$ cat config.mk
export PLATFORM = sky130hd
export DESIGN_NAME = s_axi_read
export DESIGN_NICKNAME = d
export VERILOG_FILES = /design/src/rtl/s_axi_read_pkg.sv /design/src/rtl/s_axi_read_mux.sv /design/src/rtl/s_axi_read.sv
export SDC_FILE = /design/constraint.sdc
export NUM_CORES = 1
export LEC_CHECK = 0
export ABC_AREA = 1
export CAP_MARGIN = 30
export CORE_AREA = 2 2 120 122
export CTS_BUF_LIST = sky130_fd_sc_hd__clkbuf_4 sky130_fd_sc_hd__clkbuf_8
export DETAILED_ROUTE_END_ITERATION = 10
export DIE_AREA = 0 0 122 124
export PLACE_DENSITY = 0.77
export SYNTH_ARGS = -nofsm -noshare
export SYNTH_HDL_FRONTEND = slang
export SYNTH_SLANG_ARGS = --single-unit
$ cat constraint.sdc
create_clock -name clk -period 1.86 [get_ports clk]
set_clock_uncertainty 0.1 [all_clocks]
set_input_delay 0.372 -clock clk [delete_from_list [all_inputs] [get_ports clk]]
set_output_delay 0.372 -clock clk [all_outputs]
set_load 0.02 [all_outputs]
$ cat src/rtl/s_axi_read_pkg.sv
// rtl/s_axi_read_pkg.sv - shared address map, response codes and FSM encodings for the AXI-Lite slaves
// Purpose: constants shared by s_axi_read and s_axi_write so both decode
//          the register file identically.
// Contents: bank select codes, bank0 register offsets, bank1 field offsets,
//           RRESP/BRESP codes, read FSM state type.
package s_axi_read_pkg;

  // ARADDR[15:14] selects the bank
  localparam logic [1:0] BANK_SEL_0 = 2'b00;
  localparam logic [1:0] BANK_SEL_1 = 2'b01;

  // bank0 register offsets, ARADDR[13:6]
  localparam logic [7:0] B0_CONTROL       = 8'h00;
  localparam logic [7:0] B0_STATUS        = 8'h01;
  localparam logic [7:0] B0_CUR_CNT       = 8'h02;
  localparam logic [7:0] B0_END_CNT       = 8'h03;
  localparam logic [7:0] B0_DMA_BASE_ADDR = 8'h04;
  localparam logic [7:0] B0_DFX_CTRL_ADDR = 8'h05;

  // bank1 slot field offsets, ARADDR[5:2]
  localparam logic [3:0] B1_SRC_ADDR         = 4'h0;
  localparam logic [3:0] B1_SRC_SIZE         = 4'h1;
  localparam logic [3:0] B1_DES_ADDR         = 4'h2;
  localparam logic [3:0] B1_DES_SIZE         = 4'h3;
  localparam logic [3:0] B1_STATUS           = 4'h4;
  localparam logic [3:0] B1_PROFILE          = 4'h5;
  localparam logic [3:0] B1_LD_MASK          = 4'h6;
  localparam logic [3:0] B1_ST_MASK          = 4'h7;
  localparam logic [3:0] B1_ST_INTR_MASK_ABS = 4'h8;

  // RRESP / BRESP
  localparam logic [1:0] RESP_OKAY   = 2'b00;
  localparam logic [1:0] RESP_SLVERR = 2'b10;

  typedef enum logic [1:0] {
    ST_IDLE  = 2'b00,
    ST_FETCH = 2'b01,
    ST_RESP  = 2'b10
  } rd_state_t;

endpackage

$ cat src/rtl/s_axi_read_mux.sv
// rtl/s_axi_read_mux.sv - combinational address decode and zero-extend of register file fields
// Purpose: select one bank0 register or bank1 slot field by address and
//          widen/narrow it to DATA_WIDTH; unmapped addresses give 0/SLVERR.
// Ports:   addr           latched read address
//          b0_*/b1_*      bank field values (bank1 already indexed by slot)
//          data, resp     selected value and response code
module s_axi_read_mux
  import s_axi_read_pkg::*;
#(
  parameter int GLOB_ADDR_WIDTH      = 32,
  parameter int ADDR_WIDTH           = 16,
  parameter int DATA_WIDTH           = 32,
  parameter int BANK1_SRC_ADDR_WIDTH = 32,
  parameter int BANK1_SRC_SIZE_WIDTH = 26,
  parameter int BANK1_DST_ADDR_WIDTH = 32,
  parameter int BANK1_DST_SIZE_WIDTH = 26,
  parameter int BANK1_STATUS_WIDTH   = 2,
  parameter int BANK1_PROFILE_WIDTH  = 32,
  parameter int BANK1_LD_MSK_WIDTH   = 8,
  parameter int BANK1_ST_MSK_WIDTH   = 8,
  parameter int BANK0_CONTROL_WIDTH  = 4,
  parameter int BANK0_STATUS_WIDTH   = 4,
  parameter int BANK0_CNT_WIDTH      = 3
) (
  input  logic [ADDR_WIDTH-1:0]           addr,
  input  logic [BANK0_CONTROL_WIDTH-1:0]  b0_control,
  input  logic [BANK0_STATUS_WIDTH-1:0]   b0_status,
  input  logic [BANK0_CNT_WIDTH-1:0]      b0_cur_cnt,
  input  logic [BANK0_CNT_WIDTH-1:0]      b0_end_cnt,
  input  logic [GLOB_ADDR_WIDTH-1:0]      b0_dma_base_addr,
  input  logic [GLOB_ADDR_WIDTH-1:0]      b0_dfx_ctrl_addr,
  input  logic [BANK1_SRC_ADDR_WIDTH-1:0] b1_src_addr,
  input  logic [BANK1_SRC_SIZE_WIDTH-1:0] b1_src_size,
  input  logic [BANK1_DST_ADDR_WIDTH-1:0] b1_des_addr,
  input  logic [BANK1_DST_SIZE_WIDTH-1:0] b1_des_size,
  input  logic [BANK1_STATUS_WIDTH-1:0]   b1_status,
  input  logic [BANK1_PROFILE_WIDTH-1:0]  b1_profile,
  input  logic [BANK1_LD_MSK_WIDTH-1:0]   b1_ld_mask,
  input  logic [BANK1_ST_MSK_WIDTH-1:0]   b1_st_mask,
  input  logic [BANK1_ST_MSK_WIDTH-1:0]   b1_st_intr_mask_abs,
  output logic [DATA_WIDTH-1:0]           data,
  output logic [1:0]                      resp
);

  // byte-lane bits carry no register selection
  logic unused_addr_bits;
  assign unused_addr_bits = ^addr[1:0];

  // size casts zero-extend narrow fields and keep the LSBs of wide ones
  always_comb begin
    data = '0;
    resp = RESP_SLVERR;
    case (addr[15:14])
      BANK_SEL_0: begin
        resp = RESP_OKAY;
        case (addr[13:6])
          B0_CONTROL:       data = DATA_WIDTH'(b0_control);
          B0_STATUS:        data = DATA_WIDTH'(b0_status);
          B0_CUR_CNT:       data = DATA_WIDTH'(b0_cur_cnt);
          B0_END_CNT:       data = DATA_WIDTH'(b0_end_cnt);
          B0_DMA_BASE_ADDR: data = DATA_WIDTH'(b0_dma_base_addr);
          B0_DFX_CTRL_ADDR: data = DATA_WIDTH'(b0_dfx_ctrl_addr);
          default:          resp = RESP_SLVERR;
        endcase
      end
      BANK_SEL_1: begin
        resp = RESP_OKAY;
        case (addr[5:2])
          B1_SRC_ADDR:         data = DATA_WIDTH'(b1_src_addr);
          B1_SRC_SIZE:         data = DATA_WIDTH'(b1_src_size);
          B1_DES_ADDR:         data = DATA_WIDTH'(b1_des_addr);
          B1_DES_SIZE:         data = DATA_WIDTH'(b1_des_size);
          B1_STATUS:           data = DATA_WIDTH'(b1_status);
          B1_PROFILE:          data = DATA_WIDTH'(b1_profile);
          B1_LD_MASK:          data = DATA_WIDTH'(b1_ld_mask);
          B1_ST_MASK:          data = DATA_WIDTH'(b1_st_mask);
          B1_ST_INTR_MASK_ABS: data = DATA_WIDTH'(b1_st_intr_mask_abs);
          default:             resp = RESP_SLVERR;
        endcase
      end
      default: begin
        data = '0;
        resp = RESP_SLVERR;
      end
    endcase
  end

endmodule

$ cat src/rtl/s_axi_read.sv
// rtl/s_axi_read.sv - AXI-Lite read slave for the DFX sequencer register file
// Purpose: accept one AR at a time, latch the address, give bank1 a cycle to
//          settle on the slot index, register the decoded value and return it on R.
// Ports:   clk, reset (async, active-high)
//          S_AXI_AR*  read address channel;  S_AXI_R*  read data channel
//          ext_bank1_rd_index  slot row driven to bank1 from the latched address
//          ext_bank1_rd_*      bank1 fields of the indexed row
//          ext_bank0_rd_*      bank0 registers
module s_axi_read
  import s_axi_read_pkg::*;
#(
  parameter int GLOB_ADDR_WIDTH      = 32,
  parameter int ADDR_WIDTH           = 16,
  parameter int DATA_WIDTH           = 32,
  parameter int BANK1_INDEX_WIDTH    = 3,
  parameter int BANK1_SRC_ADDR_WIDTH = 32,
  parameter int BANK1_SRC_SIZE_WIDTH = 26,
  parameter int BANK1_DST_ADDR_WIDTH = 32,
  parameter int BANK1_DST_SIZE_WIDTH = 26,
  parameter int BANK1_STATUS_WIDTH   = 2,
  parameter int BANK1_PROFILE_WIDTH  = 32,
  parameter int BANK1_LD_MSK_WIDTH   = 8,
  parameter int BANK1_ST_MSK_WIDTH   = 8,
  parameter int BANK0_CONTROL_WIDTH  = 4,
  parameter int BANK0_STATUS_WIDTH   = 4,
  parameter int BANK0_CNT_WIDTH      = BANK1_INDEX_WIDTH
) (
  input  logic                            clk,
  input  logic                            reset,
  input  logic [ADDR_WIDTH-1:0]           S_AXI_ARADDR,
  input  logic                            S_AXI_ARVALID,
  output logic                            S_AXI_ARREADY,
  output logic [DATA_WIDTH-1:0]           S_AXI_RDATA,
  output logic [1:0]                      S_AXI_RRESP,
  output logic                            S_AXI_RVALID,
  input  logic                            S_AXI_RREADY,
  output logic [BANK1_INDEX_WIDTH-1:0]    ext_bank1_rd_index,
  input  logic [BANK1_SRC_ADDR_WIDTH-1:0] ext_bank1_rd_src_addr,
  input  logic [BANK1_SRC_SIZE_WIDTH-1:0] ext_bank1_rd_src_size,
  input  logic [BANK1_DST_ADDR_WIDTH-1:0] ext_bank1_rd_des_addr,
  input  logic [BANK1_DST_SIZE_WIDTH-1:0] ext_bank1_rd_des_size,
  input  logic [BANK1_STATUS_WIDTH-1:0]   ext_bank1_rd_status,
  input  logic [BANK1_PROFILE_WIDTH-1:0]  ext_bank1_rd_profile,
  input  logic [BANK1_LD_MSK_WIDTH-1:0]   ext_bank1_rd_ld_mask,
  input  logic [BANK1_ST_MSK_WIDTH-1:0]   ext_bank1_rd_st_mask,
  input  logic [BANK1_ST_MSK_WIDTH-1:0]   ext_bank1_rd_st_intr_mask_abs,
  input  logic [BANK0_CONTROL_WIDTH-1:0]  ext_bank0_rd_control,
  input  logic [BANK0_STATUS_WIDTH-1:0]   ext_bank0_rd_status,
  input  logic [BANK0_CNT_WIDTH-1:0]      ext_bank0_rd_curCnt,
  input  logic [BANK0_CNT_WIDTH-1:0]      ext_bank0_rd_endCnt,
  input  logic [GLOB_ADDR_WIDTH-1:0]      ext_bank0_rd_dmaBaseAddr,
  input  logic [GLOB_ADDR_WIDTH-1:0]      ext_bank0_rd_dfxCtrlAddr
);

  rd_state_t               state, next_state;
  logic [ADDR_WIDTH-1:0]   read_addr;
  logic                    latch_addr;
  logic                    load_data;
  logic [DATA_WIDTH-1:0]   mux_data;
  logic [1:0]              mux_resp;

  always_ff @(posedge clk or posedge reset) begin
    if (reset) state <= ST_IDLE;
    else       state <= next_state;
  end

  always_comb begin
    next_state = state;
    latch_addr = 1'b0;
    load_data  = 1'b0;
    case (state)
      ST_IDLE: begin
        if (S_AXI_ARVALID) begin
          next_state = ST_FETCH;
          latch_addr = 1'b1;
        end
      end
      // bank1 sees the new index during this whole cycle before we sample it
      ST_FETCH: begin
        next_state = ST_RESP;
        load_data  = 1'b1;
      end
      ST_RESP: begin
        if (S_AXI_RREADY) next_state = ST_IDLE;
      end
      default: next_state = ST_IDLE;
    endcase
  end

  always_ff @(posedge clk or posedge reset) begin
    if (reset) begin
      read_addr   <= '0;
      S_AXI_RDATA <= '0;
      S_AXI_RRESP <= RESP_OKAY;
    end else begin
      if (latch_addr) read_addr <= S_AXI_ARADDR;
      // captured once; banks are not re-sampled while RESP is held
      if (load_data) begin
        S_AXI_RDATA <= mux_data;
        S_AXI_RRESP <= mux_resp;
      end
    end
  end

  assign S_AXI_ARREADY      = (state == ST_IDLE);
  assign S_AXI_RVALID       = (state == ST_RESP);
  // upper index bits within [13:6] are dropped, so slots alias
  assign ext_bank1_rd_index = read_addr[BANK1_INDEX_WIDTH+5:6];

  s_axi_read_mux #(
    .GLOB_ADDR_WIDTH      (GLOB_ADDR_WIDTH),
    .ADDR_WIDTH           (ADDR_WIDTH),
    .DATA_WIDTH           (DATA_WIDTH),
    .BANK1_SRC_ADDR_WIDTH (BANK1_SRC_ADDR_WIDTH),
    .BANK1_SRC_SIZE_WIDTH (BANK1_SRC_SIZE_WIDTH),
    .BANK1_DST_ADDR_WIDTH (BANK1_DST_ADDR_WIDTH),
    .BANK1_DST_SIZE_WIDTH (BANK1_DST_SIZE_WIDTH),
    .BANK1_STATUS_WIDTH   (BANK1_STATUS_WIDTH),
    .BANK1_PROFILE_WIDTH  (BANK1_PROFILE_WIDTH),
    .BANK1_LD_MSK_WIDTH   (BANK1_LD_MSK_WIDTH),
    .BANK1_ST_MSK_WIDTH   (BANK1_ST_MSK_WIDTH),
    .BANK0_CONTROL_WIDTH  (BANK0_CONTROL_WIDTH),
    .BANK0_STATUS_WIDTH   (BANK0_STATUS_WIDTH),
    .BANK0_CNT_WIDTH      (BANK0_CNT_WIDTH)
  ) u_mux (
    .addr                (read_addr),
    .b0_control          (ext_bank0_rd_control),
    .b0_status           (ext_bank0_rd_status),
    .b0_cur_cnt          (ext_bank0_rd_curCnt),
    .b0_end_cnt          (ext_bank0_rd_endCnt),
    .b0_dma_base_addr    (ext_bank0_rd_dmaBaseAddr),
    .b0_dfx_ctrl_addr    (ext_bank0_rd_dfxCtrlAddr),
    .b1_src_addr         (ext_bank1_rd_src_addr),
    .b1_src_size         (ext_bank1_rd_src_size),
    .b1_des_addr         (ext_bank1_rd_des_addr),
    .b1_des_size         (ext_bank1_rd_des_size),
    .b1_status           (ext_bank1_rd_status),
    .b1_profile          (ext_bank1_rd_profile),
    .b1_ld_mask          (ext_bank1_rd_ld_mask),
    .b1_st_mask          (ext_bank1_rd_st_mask),
    .b1_st_intr_mask_abs (ext_bank1_rd_st_intr_mask_abs),
    .data                (mux_data),
    .resp                (mux_resp)
  );

endmodule

==> results.json <==
{
  "cap_violations": 0,
  "vias": 6105,
  "ctsHoldBuffers": 0,
  "syn-cell-area_mm2": 0.00435,
  "cts_tree": "built",
  "dr_wl_met2_um": 9610,
  "die_y_um": 124,
  "avgSynthCellArea_um2": 5.62,
  "ys_top_cells_by_count": "nand2_1, nand3_1, nor2_1, inv_1, dfrtp_1",
  "synth_flop_cell": "dfrtp_1",
  "place_ws_ns": 0.0687,
  "crit_path_max_fanout": 2,
  "synthArstFlopShare_pct": 100,
  "final-hold-violation-count": 0,
  "drc_errors": 0,
  "routed_wl_um": 19300,
  "cts.clk_slew.worst_paths_ns": 0.10,
  "dieArea_mm2": 0.0151,
  "syn_inst": 775,
  "avgRoutedWirePerCell_um": 15.3,
  "fp-row-count": 43,
  "drt-vias-per-instance": 4.84,
  "fin_cells": 1262,
  "ant_nets": 0,
  "cp.required_ns": 1.39,
  "boundaryPins": 311,
  "diodes": 0,
  "fin_ws_ns": 0.0561,
  "p_per_area_mw_per_mm2": 1080,
  "placed_cells": 1251,
  "p_leak_nw": 3.76,
  "ys_ff_latch": 49,
  "synth.distinct_cells": 23,
  "start_kind": "flip-flop",
  "root_buffer": "clkbuf_8",
  "synth.most_common_cell": "nand2_1",
  "drive_above_1_share_pct": 7.30,
  "synth_edf_count": 0,
  "status": "finished, final reports clean",
  "period_needed_ns": 1.80,
  "synth.net_count": 1047,
  "finalCritPeriodShare_pct": 97.0,
  "die_w_um": 122,
  "start_util_pct": 31.7,
  "timing.fmax_mhz": 554,
  "nets": 1353,
  "synth_largest_area_cell": "nand2_1",
  "yosysWarnings": 0,
  "top_layer": "met4",
  "clkLatencyLatePin_ns": 0.31,
  "critPathKind": "reg2out",
  "fin_util_pct": 58.0,
  "fillCellCount": 1366,
  "p_total_mw": 8.59,
  "slowest_delay_ns": 0.65,
  "antenna_found_initial": 0,
  "arrival_ns": 1.33,
  "grt_pass1_vias": 5725,
  "worstHoldPathType": "in2async",
  "path_buf_inv": 1,
  "cts.sinks": 49,
  "cts_buffer_depth": 2,
  "ys_seq_area_share_pct": 28.2,
  "grt_pass1_wl_um": 28400,
  "cp_slowest_cell": "clkdlybuf4s50_1",
  "synth_top_cells_by_area": "nand2_1, dfrtp_1, nand3_1, nor2_1, inv_1",
  "synth_top_area_share_pct": 29.7,
  "rsz0062_at_grt": "yes",
  "grtUsageTotal_pct": 24.2,
  "path_cells": "clkdlybuf4s50_1",
  "setup_viol": 0,
  "dr.pass1.iters": 5,
  "area.growth.synth_to_final_pct": 82.9,
  "io_buffers": 307,
  "grt_max_degree": 58,
  "cp-end-kind": "output port",
  "htree_levels": 2,
  "crit_family": "buffers and inverters",
  "gp_congestion": 0.872,
  "maxSlewViolCount": 0,
  "cts_buffers": 5,
  "design.core.area_mm2": 0.0137,
  "ir_worst_vdd_uv": 495,
  "wl_met3_um": 1520,
  "drt_iter0_markers": 379,
  "dp_hpwl_um": 15500,
  "drt-met1-wl_um": 7830,
  "grt-ovfl-total": 0
}
[final timing paths]
kind	startpoint	endpoint	slack [ns]	cells past startpoint
worst max register to register	read_addr[4]$_DFFE_PP0P_	S_AXI_RDATA[15]$_DFFE_PP0N_	0.09	11
min in group clk	S_AXI_RDATA[6]$_DFFE_PP0N_	S_AXI_RDATA[6]$_DFFE_PP0N_	0.39	2
worst min register to register	S_AXI_RDATA[6]$_DFFE_PP0N_	S_AXI_RDATA[6]$_DFFE_PP0N_	0.39	2
worst max-delay path	S_AXI_RDATA[9]$_DFFE_PP0N_	S_AXI_RDATA[9]	0.06	1
max in group asynchronous	reset	S_AXI_RDATA[10]$_DFFE_PP0N_	1.10	3
worst min-delay path	reset	read_addr[7]$_DFFE_PP0P_	0.29	3
[cells by family (layout without fill, tap and decap cells)]
family,count (synthesis),after routing,synth area share [%]
AOI/OAI and AO/OA,65,65,7.48
buffers and inverters,105,412,10.9
DFF,49,49,28.2
other,1,1,0.0862
and+or+nand+nor,555,555,53.4
[timing repair]
| item | 4_1_cts | 5_1_grt |
|---|---|---|
| setup endpoints to repair | 2 | 28 |
| cloned | 0 | 1 |
| gates resized for setup | 2 | 23 |
| pin swaps | 0 | 3 |
| buffers inserted | 0 | 2 |
[power by group]
| part | switching [mW] | internal, mW | total [mW] |
|---|---|---|---|
| Sequential | 0.317 | 1.53 | 1.85 |
| Combinational | 3.56 | 2.52 | 6.09 |
| Clock | 0.386 | 0.264 | 0.651 |
| Total | 4.27 | 4.32 | 8.59 |
[through the flow]
stage | TNS, ns | hold slack (ns) | instance area (um^2)
4_1_cts | 0 | 0.322 | 7860
3_3_place_gp | 0 | 0.362 | 7770
6_report | 0 | 0.292 | 7960
3_5_place_dp | 0 | 0.364 | 7770
5_1_grt | -0.00966 | 0.354 | 7960
2_1_floorplan | 0 | 0.379 | 4350
[cell type report]
cell class / instances / area (um^2) / share of cell area (%)
multi-input cells: 621 / 2710 / 34.0
flip-flops and latches: 49 / 1230 / 15.4
repair buffers: 346 / 3480 / 43.8
inverters: 58 / 223 / 2.80
well taps: 180 / 225 / 2.83
clock buffers: 5 / 68.8 / 0.865
clock inverters: 3 / 22.5 / 0.283
[layer usage]
layer  track usage, %  vias up
li1                 -     3064
met1             30.2     2759
met2             43.2      258
met3             4.44       24
met4             5.60        0
met5                0        -
[cell usage in the layout (no fill, tap or decap), types with 2 or more instances in the layout]
master / count
nand2_1: 340
clkdlybuf4s50_1: 302
nand3_1: 136
inv_1: 49
dfrtp_1: 48
nor2_1: 44
o21ai_0: 30
buf_4: 29
a21oi_1: 27
nor2_2: 13
o21ai_1: 8
nand4_1: 8
buf_12: 7
inv_2: 6
clkbuf_8: 5
nand2_2: 4
nor2_4: 3
nand3b_1: 3
clkinvlp_4: 3
dlymetal6s2s_1: 3
inv_4: 2
dlygate4sd2_1: 2
buf_6: 2
[flip-flops by register name, indices dropped and copies added (netlist names)]
name	cells
read_addr	14
state	2
S_AXI_RDATA	32
S_AXI_RRESP	1
(Power assumes the default switching activity.)
